File: src/rtl/psoc_audio_pkg.sv
// Shared definitions for the PSoC audio blocks.
// - AUDIO_SAMPLE_BITS / AUDIO_FRAME_BITS: per-channel width and the {L,R} word
//   layout used by the audio FIFOs (left channel in the upper half).
// - rx_state_e: I2S receiver framing state.
package psoc_audio_pkg;

    localparam int AUDIO_SAMPLE_BITS = 24;
    localparam int AUDIO_FRAME_BITS  = 2 * AUDIO_SAMPLE_BITS;

    typedef enum logic [1:0] {
        RX_SYNC  = 2'd0,
        RX_LEFT  = 2'd1,
        RX_RIGHT = 2'd2
    } rx_state_e;

endpackage

File: src/rtl/i2s_pin_sync.sv
// Synchroniser for the three asynchronous I2S pins.
// All pins go through the same number of stages so that lrclk and sdata line up
// with the sclk edge that is detected from them.
// Ports:
//   clk, rst            system clock, async active-high reset
//   sclk_in/lrclk_in/sdata_in   raw pins
//   sclk_rise           1-cycle strobe on a synced sclk 0->1
//   lr, sdata           synced lrclk / sdata, valid alongside sclk_rise
module i2s_pin_sync #(
    parameter int SYNC_STAGES = 2
) (
    input  logic clk,
    input  logic rst,
    input  logic sclk_in,
    input  logic lrclk_in,
    input  logic sdata_in,
    output logic sclk_rise,
    output logic lr,
    output logic sdata
);

    logic [SYNC_STAGES-1:0] sclk_q, sclk_d;
    logic [SYNC_STAGES-1:0] lr_q, lr_d;
    logic [SYNC_STAGES-1:0] sd_q, sd_d;
    logic                   sclk_prev_q, sclk_prev_d;

    always_comb begin
        sclk_d      = {sclk_q[SYNC_STAGES-2:0], sclk_in};
        lr_d        = {lr_q[SYNC_STAGES-2:0], lrclk_in};
        sd_d        = {sd_q[SYNC_STAGES-2:0], sdata_in};
        sclk_prev_d = sclk_q[SYNC_STAGES-1];
    end

    always_ff @(posedge clk or posedge rst) begin
        if (rst) begin
            sclk_q      <= '0;
            lr_q        <= '0;
            sd_q        <= '0;
            sclk_prev_q <= 1'b0;
        end else begin
            sclk_q      <= sclk_d;
            lr_q        <= lr_d;
            sd_q        <= sd_d;
            sclk_prev_q <= sclk_prev_d;
        end
    end

    assign sclk_rise = sclk_q[SYNC_STAGES-1] & ~sclk_prev_q;
    assign lr        = lr_q[SYNC_STAGES-1];
    assign sdata     = sd_q[SYNC_STAGES-1];

endmodule

File: src/rtl/i2s_slave_rx.sv
// I2S slave receiver: deserialises standard I2S frames (MSB first, one-bit
// delay after the lrclk edge, lrclk low = left) from an external master and
// presents {left, right} words on a valid/ready port.
// Ports:
//   clk, rst                 system clock, async active-high reset
//   enable                   receiver enable; low drops any partial frame
//   i2s_sclk/lrclk/sdata     asynchronous I2S pins
//   sample_data/valid/ready  output word, held until consumed
//   overrun                  sticky: a finished frame found the output full
//   frame_error              sticky: a slot shorter than SAMPLE_BITS was seen
//   clear_flags              pulse clearing both sticky flags
module i2s_slave_rx
    import psoc_audio_pkg::*;
#(
    parameter int SAMPLE_BITS = AUDIO_SAMPLE_BITS,
    parameter int SYNC_STAGES = 2
) (
    input  logic                     clk,
    input  logic                     rst,
    input  logic                     enable,
    input  logic                     i2s_sclk,
    input  logic                     i2s_lrclk,
    input  logic                     i2s_sdata,
    output logic [2*SAMPLE_BITS-1:0] sample_data,
    output logic                     sample_valid,
    input  logic                     sample_ready,
    output logic                     overrun,
    output logic                     frame_error,
    input  logic                     clear_flags
);

    localparam logic [6:0] SLOT_MIN = 7'(SAMPLE_BITS);

    logic sclk_rise, lr_s, sdata_s;

    i2s_pin_sync #(.SYNC_STAGES(SYNC_STAGES)) u_sync (
        .clk       (clk),
        .rst       (rst),
        .sclk_in   (i2s_sclk),
        .lrclk_in  (i2s_lrclk),
        .sdata_in  (i2s_sdata),
        .sclk_rise (sclk_rise),
        .lr        (lr_s),
        .sdata     (sdata_s)
    );

    rx_state_e                 state_q, state_d;
    logic [5:0]                bit_cnt_q, bit_cnt_d;
    logic [SAMPLE_BITS-1:0]    shift_q, shift_d;
    logic [SAMPLE_BITS-1:0]    left_hold_q, left_hold_d;
    logic                      lr_prev_q, lr_prev_d;
    logic [2*SAMPLE_BITS-1:0]  data_q, data_d;
    logic                      valid_q, valid_d;
    logic                      overrun_q, overrun_d;
    logic                      ferr_q, ferr_d;
    logic                      frame_done, slot_err, trans;
    logic [6:0]                rcvd;

    // Framing: the bit sampled on the lrclk transition edge still belongs to
    // the slot being closed, so it is shifted in before the slot is judged.
    always_comb begin
        state_d     = state_q;
        bit_cnt_d   = bit_cnt_q;
        shift_d     = shift_q;
        left_hold_d = left_hold_q;
        lr_prev_d   = lr_prev_q;
        frame_done  = 1'b0;
        slot_err    = 1'b0;
        trans       = (lr_s != lr_prev_q);
        rcvd        = {1'b0, bit_cnt_q} + 7'd1;

        if (sclk_rise) lr_prev_d = lr_s;

        if (!enable) begin
            state_d   = RX_SYNC;
            bit_cnt_d = '0;
        end else if (sclk_rise) begin
            case (state_q)
                RX_LEFT, RX_RIGHT: begin
                    // Bits beyond SAMPLE_BITS are slot padding and are dropped.
                    if ({1'b0, bit_cnt_q} < SLOT_MIN)
                        shift_d = {shift_q[SAMPLE_BITS-2:0], sdata_s};
                    bit_cnt_d = (bit_cnt_q == 6'd63) ? bit_cnt_q : bit_cnt_q + 6'd1;
                    if (trans) begin
                        bit_cnt_d = '0;
                        if (rcvd < SLOT_MIN) begin
                            slot_err = 1'b1;
                            state_d  = RX_SYNC;
                        end else if (state_q == RX_LEFT) begin
                            left_hold_d = shift_d;
                            state_d     = RX_RIGHT;
                        end else begin
                            frame_done = 1'b1;
                            state_d    = RX_LEFT;
                        end
                    end
                end
                default: begin
                    // Lock onto the start of a left slot; the edge bit is the
                    // previous right LSB and is not wanted.
                    if (lr_prev_q && !lr_s) begin
                        state_d   = RX_LEFT;
                        bit_cnt_d = '0;
                    end
                end
            endcase
        end
    end

    // Output register and sticky flags; a set event beats clear_flags.
    always_comb begin
        data_d    = data_q;
        valid_d   = valid_q;
        overrun_d = overrun_q & ~clear_flags;
        ferr_d    = ferr_q & ~clear_flags;

        if (valid_q && sample_ready) valid_d = 1'b0;

        if (frame_done) begin
            if (!valid_q || sample_ready) begin
                data_d  = {left_hold_q, shift_d};
                valid_d = 1'b1;
            end else begin
                overrun_d = 1'b1;
            end
        end

        if (slot_err) ferr_d = 1'b1;
    end

    always_ff @(posedge clk or posedge rst) begin
        if (rst) begin
            state_q     <= RX_SYNC;
            bit_cnt_q   <= '0;
            shift_q     <= '0;
            left_hold_q <= '0;
            lr_prev_q   <= 1'b0;
            data_q      <= '0;
            valid_q     <= 1'b0;
            overrun_q   <= 1'b0;
            ferr_q      <= 1'b0;
        end else begin
            state_q     <= state_d;
            bit_cnt_q   <= bit_cnt_d;
            shift_q     <= shift_d;
            left_hold_q <= left_hold_d;
            lr_prev_q   <= lr_prev_d;
            data_q      <= data_d;
            valid_q     <= valid_d;
            overrun_q   <= overrun_d;
            ferr_q      <= ferr_d;
        end
    end

    assign sample_data  = data_q;
    assign sample_valid = valid_q;
    assign overrun      = overrun_q;
    assign frame_error  = ferr_q;

endmodule

File: config.mk
export PLATFORM = sky130hd
export DESIGN_NAME = i2s_slave_rx
export DESIGN_NICKNAME = d
export VERILOG_FILES = /design/src/rtl/psoc_audio_pkg.sv /design/src/rtl/i2s_pin_sync.sv /design/src/rtl/i2s_slave_rx.sv
export SDC_FILE = /design/constraint.sdc
export NUM_CORES = 1
export LEC_CHECK = 0
export CORE_MARGIN = 5
export CORE_UTILIZATION = 25
export DETAILED_ROUTE_END_ITERATION = 12
export PLACE_DENSITY = 0.44
export SLEW_MARGIN = 20
export SYNTH_ARGS = -nofsm -noshare
export SYNTH_HDL_FRONTEND = slang
export SYNTH_HIERARCHICAL = 1
export SYNTH_SLANG_ARGS = --single-unit
File: constraint.sdc
create_clock -name clk -period 9.8 [get_ports clk]
set_input_delay 1.96 -clock clk [delete_from_list [all_inputs] [get_ports clk]]
set_output_delay 1.96 -clock clk [all_outputs]
set_load 0.005 [all_outputs]
# After elaboration in Yosys (flattened, before gate mapping)
# Index checks and enable logic that the tools add are counted.
[word_totals]
regBits = 115
latch_bits = 0
ram_bits = 0
romBits = 0
input_bits = 8
out_inout_bits = 51
elab_cells = 75
n_memories = 0
[classes]
n_addsub = 2
mul = 0
div_mod_pow = 0
order_cmp = 2
eq_ne = 8
shift = 0
mux = 34
bitwise_logic = 6
n_reduce_logical = 10
[ops]
columns = ["op", "count"]
rows = [
  ["2-to-1 mux 24 bit", 4],
  ["2-to-1 mux 6 bit", 6],
  ["2-to-1 mux 1 bit", 17],
  ["2-to-1 mux 2 bit", 7],
  ["adder 6 x 1 -> 7 bit, second input constant", 1],
  ["less-than comparator 7 x 5 -> 1 bit, second input constant", 1],
  ["adder 6 x 1 -> 6 bit, second input constant", 1],
  ["equality test 6 bit, second input constant", 1],
  ["less-than comparator 6 x 5 -> 1 bit, second input constant", 1],
  ["AND reduction 3 bit", 2],
  ["AND reduction 6 bit", 1],
  ["inequality test 4 bit, second input constant", 1],
  ["AND 1 bit", 3],
  ["inequality test 3 x 1 -> 1 bit, second input constant", 1],
  ["inequality test 3 bit, second input constant", 1],
  ["NOT 1 bit", 3],
  ["equality test 2 x 1 -> 1 bit, second input constant", 1],
  ["equality test 2 bit, second input constant", 1],
  ["logical AND 1 bit", 2],
  ["logical NOT 1 bit", 2],
  ["inequality test 2 x 1 -> 1 bit, second input constant", 1],
  ["AND reduction 2 bit", 1],
  ["OR reduction 2 bit", 1],
  ["logical OR 1 bit", 1],
  ["inequality test 1 bit", 1],
]

# Logic depth before layout (Yosys ltp)
# Gate-level depths: netlist of the first run.
[logic_depth]
word_depth = 8
mapped_depth = 8
ltp_nobuf = 7

# Modules after synthesis
# Netlist of the first run, hierarchy kept.
[modules_own_cells]
columns = ["module", "n_inst", "cells_per_inst", "area_each_um2", "seq_area_each_um2"]
rows = [
  ["i2s_slave_rx", 1, 305, 4576.9, 2702.6],
  ["i2s_pin_sync", 1, 9, 192.7, 175.2],
]

# Worst setup path after synthesis of the first run
# OpenSTA, ideal clock, no wires.
[synth_path]
path_kind = "input -> register"
from = "input enable"
to = "register data_q[10], in the netlist sample_data[10]"
setup_ps = 125
arrival_time_ps = 3222
t_required_ps = 9675
setup_slack_ps = 6453
stages = 7
path_buffers = 2
cell_sequence = "nand2_1 > nor2_1 > and2_1 > buf_2 > buf_2 > mux2_2 > mux2_2"
[synth_via]
elab_cells_between_ends = 3
cone_classes = "mux (2); reduce/logical (1)"
[synth_rtl]
columns = ["item", "line_no", "source"]
rows = [
  ["from (decl)", "i2s_slave_rx.sv:20", "input logic enable,"],
  ["2-to-1 mux 24 bit", "i2s_slave_rx.sv:74", "if (!enable) begin"],
  ["via shift_d[10]", "i2s_slave_rx.sv:49", "logic [SAMPLE_BITS-1:0] shift_q, shift_d;"],
  ["to (signal assigned)", "i2s_slave_rx.sv:148", "data_q <= data_d;"],
  ["to (decl)", "i2s_slave_rx.sv:52", "logic [2*SAMPLE_BITS-1:0] data_q, data_d;"],
]
# The timed path passes the listed nets, and every way through them passes these cells.
# A chain may end at the register's enable or synchronous reset.

# Worst setup path after layout of the first run
[layout_path]
from = "input enable"
to = "register data_q[1], in the netlist sample_data[1]"
# Same word-level chain as after synthesis.

==> results.cfg, run 1 <==
[setup_path]
worstReg2RegEnd = sample_data[1]
worstReg2RegStart = bit_cnt_q[4]
crit_fanout = 24
worst-endpoint-required_ps = 10080
ff2ff_setup_slack_ps = 7120
critPathCapture = sample_data[1]
cp-startpoint = enable
critPathCaptureType = flip-flop
cp-start-kind = primary input
worstPathArrival_ps = 3870
crit_type = in2reg
reg2regPathDepth = 5

[grt]
antenna_found_initial = 0
met1_usage_pct = 11.3
track_usage_pct = 9.41
grt_pass1_vias = 3038
grt.met2_usage_pct = 15.2
grt-busiest-layer = met2
gr-usage-met3_pct = 3.38
overflow = 0
grt_max_degree = 66
grt_pass1_wl_mm = 15.9

[synthesis]
syn_nets = 325
synth_top_family_by_area = multiplexers
muxShareOfSynthArea_pct = 28.6
synth_xor_area_share_pct = 0.367
async_flop_share_pct = 100
postSynthCellCount = 314
ys_top_cells_by_area = dfrtp_1, mux2_2, buf_6, ha_1, inv_1
yosysWarnings = 6
synth_area_leader_cell = dfrtp_1
synth_area_um2 = 4770
yosys.area_share.simple_pct = 4.09
synth_compound_area_share_pct = 3.02
synth_edf_count = 0
synth-main-ff-cell = dfrtp_1
yosysUniqueCellTypes = 36
synth_fa_ha_area_share_pct = 0.787
yosysTopAreaCellShare_pct = 60.3
ys_seq_elements = 115
avgSynthCellArea_um2 = 15.2
synth-seq-area-share_pct = 60.3

[cts]
cts_hold_buffers = 0
ctsResizeCount = 0
numCtsBuffers = 17
cts.path.max_buffers = 2
h-tree-depth = 4
clk_latency_ps = 410
cts.sinks = 115
postCtsSetupBuffers = 0
clk_pin_slew_ps = 50
cts_tree = yes
cts_root_buf = clkbuf_16

[power_and_ir_drop]
intPower_mw = 0.996
clkPwrFrac_pct = 56.6
power.switching_mw = 0.237
pwr-share-comb_pct = 3.5
p_per_area_nw_per_um2 = 197
switching_share_pct = 19.2
ir_worst_vdd_v = 0.000116
seq_power_share_pct = 39.9
p_leak_nw = 3.00

[place]
post_dp_cell_area_um2 = 5590
gp_congestion = 0.706
dpl.hpwl_mm = 5.87
portBuffers = 58

[sta]
clock_skew_ps = 10.2
drv_slew = 0
setup_viol = 0
hold_viol = 0
final.setup.tns_ps = 0
tightest_slew_ps = 942
fin_crit_ps = 3590
finalCritPeriodShare_pct = 36.6
relSlewSlack_pct = 37.1
rsz0062_at_grt = false
clock.fmax_mhz = 279

[cells_and_area]
nets = 392
final_common_cell = mux2_2
nFillCells = 1833
final_cell_mix = mux2_2, dfrtp_1, clkdlybuf4s50_1
seqCellArea_um2 = 2880
num_antenna_cells = 0
syn2layout_area_growth_pct = 31.4
drive_gt1_share_pct = 40.6
multi_input_area_um2 = 1760
fin_area_um2 = 6270

[outcome]
status = finished clean

[floorplan]
start_util_pct = 25.4
die_h_um = 148
io_pins = 59
coreArea_um2 = 18800
rows = 50
fp.dieArea_um2 = 21900
die_w_um = 148

[job]
cap_violations = 0

[detailed_routing]
antenna_left = 0
viasPerCell = 4.36
drt-initial-drc-count = 149
dr.pass1.iters = 4
drt-total-wl_mm = 9.50
wl_per_cell_um = 15.1
vias = 2739
drc_errors = 0

[hold_path]
hold_path.class = reg2reg
per-stage QoR:
step,total power [mW],hold WS [ps],worst slack (ps),cells,utilization (%)
after global routing,1.28,359,6140,628,33.4
after global placement,0.544,335,5790,596,29.8
after CTS,1.26,354,6220,628,33.4
final,1.23,351,6210,628,33.4
after floorplan,0.530,331,4990,314,-
after detailed placement,0.545,337,5780,596,29.8
power groups by stage:
stage | Clock, mW | Combinational (mW) | Sequential, mW
floorplan | 0 | 0.0318 | 0.498
global placement | 0 | 0.0436 | 0.500
detailed placement | 0 | 0.0439 | 0.501
CTS | 0.720 | 0.0440 | 0.492
global route | 0.740 | 0.0481 | 0.493
finish | 0.698 | 0.0426 | 0.492
layout make-up:
class	count	share of cell area, %
clock inverters	7	2.66
well taps	234	4.67
inverters	10	0.639
flip-flops and latches	115	45.9
clock buffers	25	8.23
repair buffers	62	9.74
multi-input cells	175	28.1
flip-flops by register name, summed over array words and instances, names as in the netlist:
signal and cells:
bit_cnt_q 6, frame_error 1, left_hold_q 24, lr_prev_q 1
overrun 1, sample_data 48, sample_valid 1, shift_q 24
state_q 2, u_sync/lr_q 2, u_sync/sclk_prev_q 1, u_sync/sclk_q 2
u_sync/sd_q 2
worst max-delay path, cell delays in order:
cell,delay [ps]
clkdlybuf4s50_1,500
nand2_1,130
nor2_1,130
and2_1,130
buf_4,340
mux2_2,400
mux2_2,260
synthesized netlist by cell type, types with 3 or more instances:
cell,instances
mux2_2,121
nand2_1,5
nor2b_1,4
inv_1,10
dfrtp_1,115
nand3_1,3
o21ai_0,3
ha_1,3
a22o_1,4
a21oi_1,3
and3_1,3
buf_2,6
buf_6,4
nand2b_1,3
worst min-delay path by stage:
stage / startpoint / cells past startpoint / endpoint / slack, ps
after floorplan: u_sync/lr_q[0] / 0 / u_sync/lr_q[1] / 330
after global placement: u_sync/sclk_q[0] / 0 / u_sync/sclk_q[1] / 330
after detailed placement: u_sync/lr_q[0] / 0 / u_sync/lr_q[1] / 340
after CTS: u_sync/lr_q[0] / 0 / u_sync/lr_q[1] / 350
after global routing: u_sync/sclk_q[0] / 0 / u_sync/sclk_q[1] / 360
final: u_sync/sclk_q[0] / 0 / u_sync/sclk_q[1] / 350
logic make-up after synthesis:
family | Yosys count
AOI/OAI and AO/OA | 20
xor gates and xnor gates | 2
adders and majority gates | 3
buffers and inverters | 24
DFF | 115
muxes | 121
and+or+nand+nor | 29
layer usage:
| layer | up-vias | wire length (um) |
|---|---|---|
| li1 | 1272 | - |
| met1 | 1404 | 4390 |
| met2 | 51 | 4560 |
| met3 | 12 | 403 |
| met4 | 0 | 152 |
| met5 | - | 0 |
Note: power is estimated with default switching activity, not from simulation.
==> run 2, diff against run 1 <==
- clock period: 9.8 -> 3.6 ns (I/O delays scaled with it)
==> run 2 against run 1 <==
  * Utilization decreased by 0.15 points
  * Largest power group unchanged
  * Die area stayed put
  * Hold slack worse by 4.3 ps
  * Setup slack got worse by 5300 ps
  * Critical path depth unchanged
  * Register-to-register slack worse by 6200 ps
  * First-iteration DRC count rose by 26%
  * Clock-buffer cell count down 6
  * Power rose to 2.6 times the previous value
  * Critical endpoint is now sample_data[12]
  * Global-route usage is 0.16 points higher
  * Cell area down 0.44%
  * Highest routed layer unchanged
  * Largest cell class unchanged
  * Sequential power grew to 2.7 times the previous value
==> results.cfg, run 2 (synthesized netlist as in run 1, its figures left out) <==
[cts]
clk_latency_ps = 410
cts.path.max_buffers = 2
cts_tree = yes
postCtsSetupBuffers = 0
h-tree-depth = 4
cts.sinks = 115
ctsResizeCount = 0
clk_pin_slew_ps = 50
cts_hold_buffers = 0
numCtsBuffers = 17
cts_root_buf = clkbuf_16

[floorplan]
start_util_pct = 25.4
io_pins = 59
coreArea_um2 = 18800
rows = 50
fp.dieArea_um2 = 21900
die_h_um = 148
die_w_um = 148

[setup_path]
worst-path-buf-inv = 1
critPathCaptureType = flip-flop
reg2regPathDepth = 7
max_stage_delay_ps = 540
crit_fanout = 48
cp-start-kind = flip-flop
crit_type = reg2reg
worstReg2RegStart = bit_cnt_q[0]
crit_chain = ha_1, and3_1, a32oi_1, nand4_2, nand4_1, buf_4, mux2_2
crit_family = simple AND/OR/NAND/NOR gates
ff2ff_setup_slack_ps = 940
slowest_stage = buf_4
worst-endpoint-required_ps = 3890
worstPathArrival_ps = 2950
worstReg2RegEnd = sample_data[12]

[sta]
clock.fmax_mhz = 376
clock_skew_ps = 5.93
final.setup.tns_ps = 0
setup_viol = 0
fin_crit_ps = 2660
relSlewSlack_pct = 56.2
holdWs_ps = 346
tightest_slew_ps = 657
hold_viol = 0
rsz0062_at_grt = false
finalCritPeriodShare_pct = 73.9
drv_slew = 0

[grt]
antenna_found_initial = 0
grt_max_degree = 49
grt_pass1_vias = 3093
track_usage_pct = 9.57
overflow = 0
grt_pass1_wl_mm = 16.2

[detailed_routing]
drt-initial-drc-count = 187
dr.pass1.iters = 4
drt-total-wl_mm = 9.62
viasPerCell = 4.34
wl_per_cell_um = 15.3
antenna_left = 0
vias = 2737
drc_errors = 0

[place]
gp_congestion = 0.695
portBuffers = 58
dpl.hpwl_mm = 6.08

[cells_and_area]
nets = 394
final_cell_mix = mux2_2, dfrtp_1, clkdlybuf4s50_1
syn2layout_area_growth_pct = 30.8
final_common_cell = mux2_2
drive_gt1_share_pct = 41.2
largest_reg_flops = 48
num_antenna_cells = 0

[power_and_ir_drop]
p_leak_nw = 2.99
p_per_area_nw_per_um2 = 516
ir_worst_vdd_v = 0.000319

[hold_path]
hold_path.class = reg2reg
hold_path_end = u_sync/sclk_q[1]
holdPathStages = 0
min-delay-start = u_sync/sclk_q[0]

[job]
cap_violations = 0

[outcome]
status = finished clean
==> run 2: how the worst max path moves through the flow <==
| stage | start | endpoint | slack (ps) | depth (start not counted) |
|---|---|---|---|---|
| 6_report | bit_cnt_q[0] | sample_data[12] | 940 | 7 |
| 5_1_grt | bit_cnt_q[0] | sample_data[28] | 750 | 7 |
| 4_1_cts | bit_cnt_q[0] | sample_data[12] | 890 | 7 |
| 3_5_place_dp | enable | sample_data[12] | 840 | 7 |
| 3_3_place_gp | enable | sample_data[15] | 850 | 7 |
| 2_1_floorplan | rst | bit_cnt_q[0] | 30 | 1 |
==> run 2: area by class of cell <==
class                   count  area, um2
clock inverters            13        184
repair buffers             64        638
well taps                 234        293
fillers                  1839      12500
clock buffers              19        443
inverters                  10       40.0
flip-flops and latches    115       2880
multi-input cells         175       1760
==> run 2: routing by layer <==
layer / part of all wire [%] / track usage (%) / up-vias
li1: - / - / 1260
met1: 45 / 11.4 / 1405
met4: 2.5 / 5.13 / 0
met2: 48 / 15.3 / 54
met5: 0 / 0 / -
met3: 4.4 / 3.20 / 18
==> run 2: metrics by stage <==
stage / power [mW] / util [%] / area, um2 / setup slack [ps] / instances
after floorplan: 1.44 / - / 4770 / 34.4 / 314
after global placement: 1.48 / 29.9 / 5610 / 851 / 598
after detailed placement: 1.49 / 29.9 / 5610 / 837 / 598
after CTS: 3.29 / 33.2 / 6240 / 889 / 630
after global routing: 3.35 / 33.2 / 6240 / 745 / 630
final: 3.22 / 33.2 / 6240 / 939 / 630
==> run 2: power breakdown <==
group	total, mW	switching (mW)	internal (mW)
clock	1.76	0.585	1.17
sequential	1.34	0.0205	1.32
combinational	0.119	0.0663	0.0532
total	3.22	0.672	2.55
==> run 2: worst reg2reg max path, stage by stage (launching register included) <==
cell and delay, ps:
dfrtp_1 420, ha_1 270, and3_1 250, a32oi_1 260, nand4_2 220, nand4_1 150, buf_4 540, mux2_2 430
==> edit (settings of run 2) <==
Reset style: synchronous (`rst`), changed in 2 clocked blocks. Comments in the files are not updated.
--- a/src/rtl/i2s_pin_sync.sv
+++ b/src/rtl/i2s_pin_sync.sv
@@ -32,5 +32,5 @@
     end
 
-    always_ff @(posedge clk or posedge rst) begin
+    always_ff @(posedge clk) begin
         if (rst) begin
             sclk_q      <= '0;
--- a/src/rtl/i2s_slave_rx.sv
+++ b/src/rtl/i2s_slave_rx.sv
@@ -129,5 +129,5 @@
     end
 
-    always_ff @(posedge clk or posedge rst) begin
+    always_ff @(posedge clk) begin
         if (rst) begin
             state_q     <= RX_SYNC;
Formal check against the unedited RTL: differs if rst is asserted again (counterexample within 10 cycles, from zero or initial values and one cycle with rst high); with rst held inactive, the same outputs for 10 cycles.
==> edit against run 2 <==
  * Sequential cell count unchanged
  * Global-route usage up 0.27 points
  * Synthesized area is 2.4% lower
  * Sequential share of layout area down 8.4 points
  * Synthesized cell count increased by 40%
  * Routed wire length increased by 6.2%
  * Setup slack better by 0.13 ns
  * Final area fell by 2.2%
  * Highest routed layer unchanged
Power is not compared: it rests on default switching activity, and its combinational part moved more than twofold at a synthesized area within 25%.
==> edit: results <==
export IMPL_gp_congestion=0.7575
export IMPL_cts_buffers=17
export IMPL_vias_per_cell=4.399
export IMPL_drive_gt1_frac=0.1697
export IMPL_place_inst=704
export IMPL_use_met2=0.1491
export IMPL_ys_types=34
export IMPL_synth_xor_area_frac=0.003762
export IMPL_antenna_found_initial=0
export IMPL_synth_edf_count=0
export IMPL_grtUsageMet1=0.1248
export IMPL_p_leak_nw=2.090
export IMPL_regToRegSetupSlack_ns=1.07
export IMPL_wl_per_cell_um=13.89
export IMPL_worst_slew_pin_slew_ns=0.7136
export IMPL_synthTopCellsByArea="dfxtp_1 49%, mux2i_1 16%, a211oi_2 12%"
export IMPL_drtIter0Drc=157
export IMPL_crit_fanout=27
export IMPL_track_usage=0.09838
export IMPL_status="finished, final reports clean"
export IMPL_grt_pass1_wl_um=16820
export IMPL_nNetsFinal=500
export IMPL_synth_compound_area_frac=0.1564
export IMPL_vias=3233
export IMPL_ys_seq_area_frac=0.4945
export IMPL_cp_startpoint="bit_cnt_q[0]$_SDFFE_PP0P_"
export IMPL_synth_mux_area_frac=0.1612
export IMPL_grtUsageMet3=0.03042
export IMPL_met3WireLength_um=356
export IMPL_place_detailed_hpwl_um=6534
export IMPL_syn_avg_cell_area_um2=10.61
export IMPL_fin_skew_ns=0.007487
export IMPL_wl_met2_um=4580
export IMPL_r2r_end="left_hold_q[19]$_SDFFE_PP0P_"
export IMPL_synthArstFlopShare=0
export IMPL_syn_nets=450
export IMPL_synth_fa_ha_area_frac=0.008062
export IMPL_grt_max_degree=73
export IMPL_synthTopCellsByCount="115 x dfxtp_1, 110 x nor2_1, 75 x mux2i_1"
export IMPL_wl_met1_um=5016
export IMPL_fin_crit_ns=2.533
export IMPL_postPlaceCellArea_um2=5438
export IMPL_clkTransAtPathRegs_ns=0.05
export IMPL_dp_slack_ns=0.8387
edit: report_power, final:
| group | internal [W] | switching [W] | total (W) |
|---|---|---|---|
| registers | 0.00128 | 0.00000100 | 0.00128 |
| clock network | 0.00133 | 0.000572 | 0.00190 |
| logic | 0.0000129 | 0.0000290 | 0.0000419 |
edit: critical path, cell delays in order, from the launching register on:
cell and delay, ns:
dfxtp_1 0.42, ha_1 0.36, a21o_1 0.18, nand4_2 0.26
a21oi_4 0.67, buf_12 0.28, nor2_1 0.07, a211oi_2 0.20
edit: layout make-up:
type | instances | area, um^2
Fill cell | 1903 | 12410
Sequential cell | 115 | 2302
Multi-Input combinational cell | 288 | 2175
Timing Repair Buffer | 63 | 653.1
Clock buffer | 22 | 464.2
Tap cell | 234 | 292.8
Clock inverter | 9 | 201.4
Inverter | 4 | 15.01
edit: worst min path at each step:
stage                                startpoint                          end  slack (ns)  depth (start not counted)
floorplan             u_sync/lr_q[0]$_SDFF_PP0_    u_sync/lr_q[1]$_SDFF_PP0_        0.41                          1
CTS                 u_sync/sclk_q[0]$_SDFF_PP0_  u_sync/sclk_q[1]$_SDFF_PP0_        0.45                          1
finish              u_sync/sclk_q[0]$_SDFF_PP0_  u_sync/sclk_q[1]$_SDFF_PP0_        0.44                          1
global route          u_sync/lr_q[0]$_SDFF_PP0_    u_sync/lr_q[1]$_SDFF_PP0_        0.46                          1
detailed placement    u_sync/sd_q[0]$_SDFF_PP0_    u_sync/sd_q[1]$_SDFF_PP0_        0.44                          1
global placement    u_sync/sclk_q[0]$_SDFF_PP0_  u_sync/sclk_q[1]$_SDFF_PP0_        0.42                          1
edit: logic make-up after synthesis:
group / Yosys count
AOI/OAI and AO/OA: 66
xor gates and xnor gates: 2
adders and majority gates: 3
buffers and inverters: 36
DFF: 115
muxes: 75
and+or+nand+nor: 142
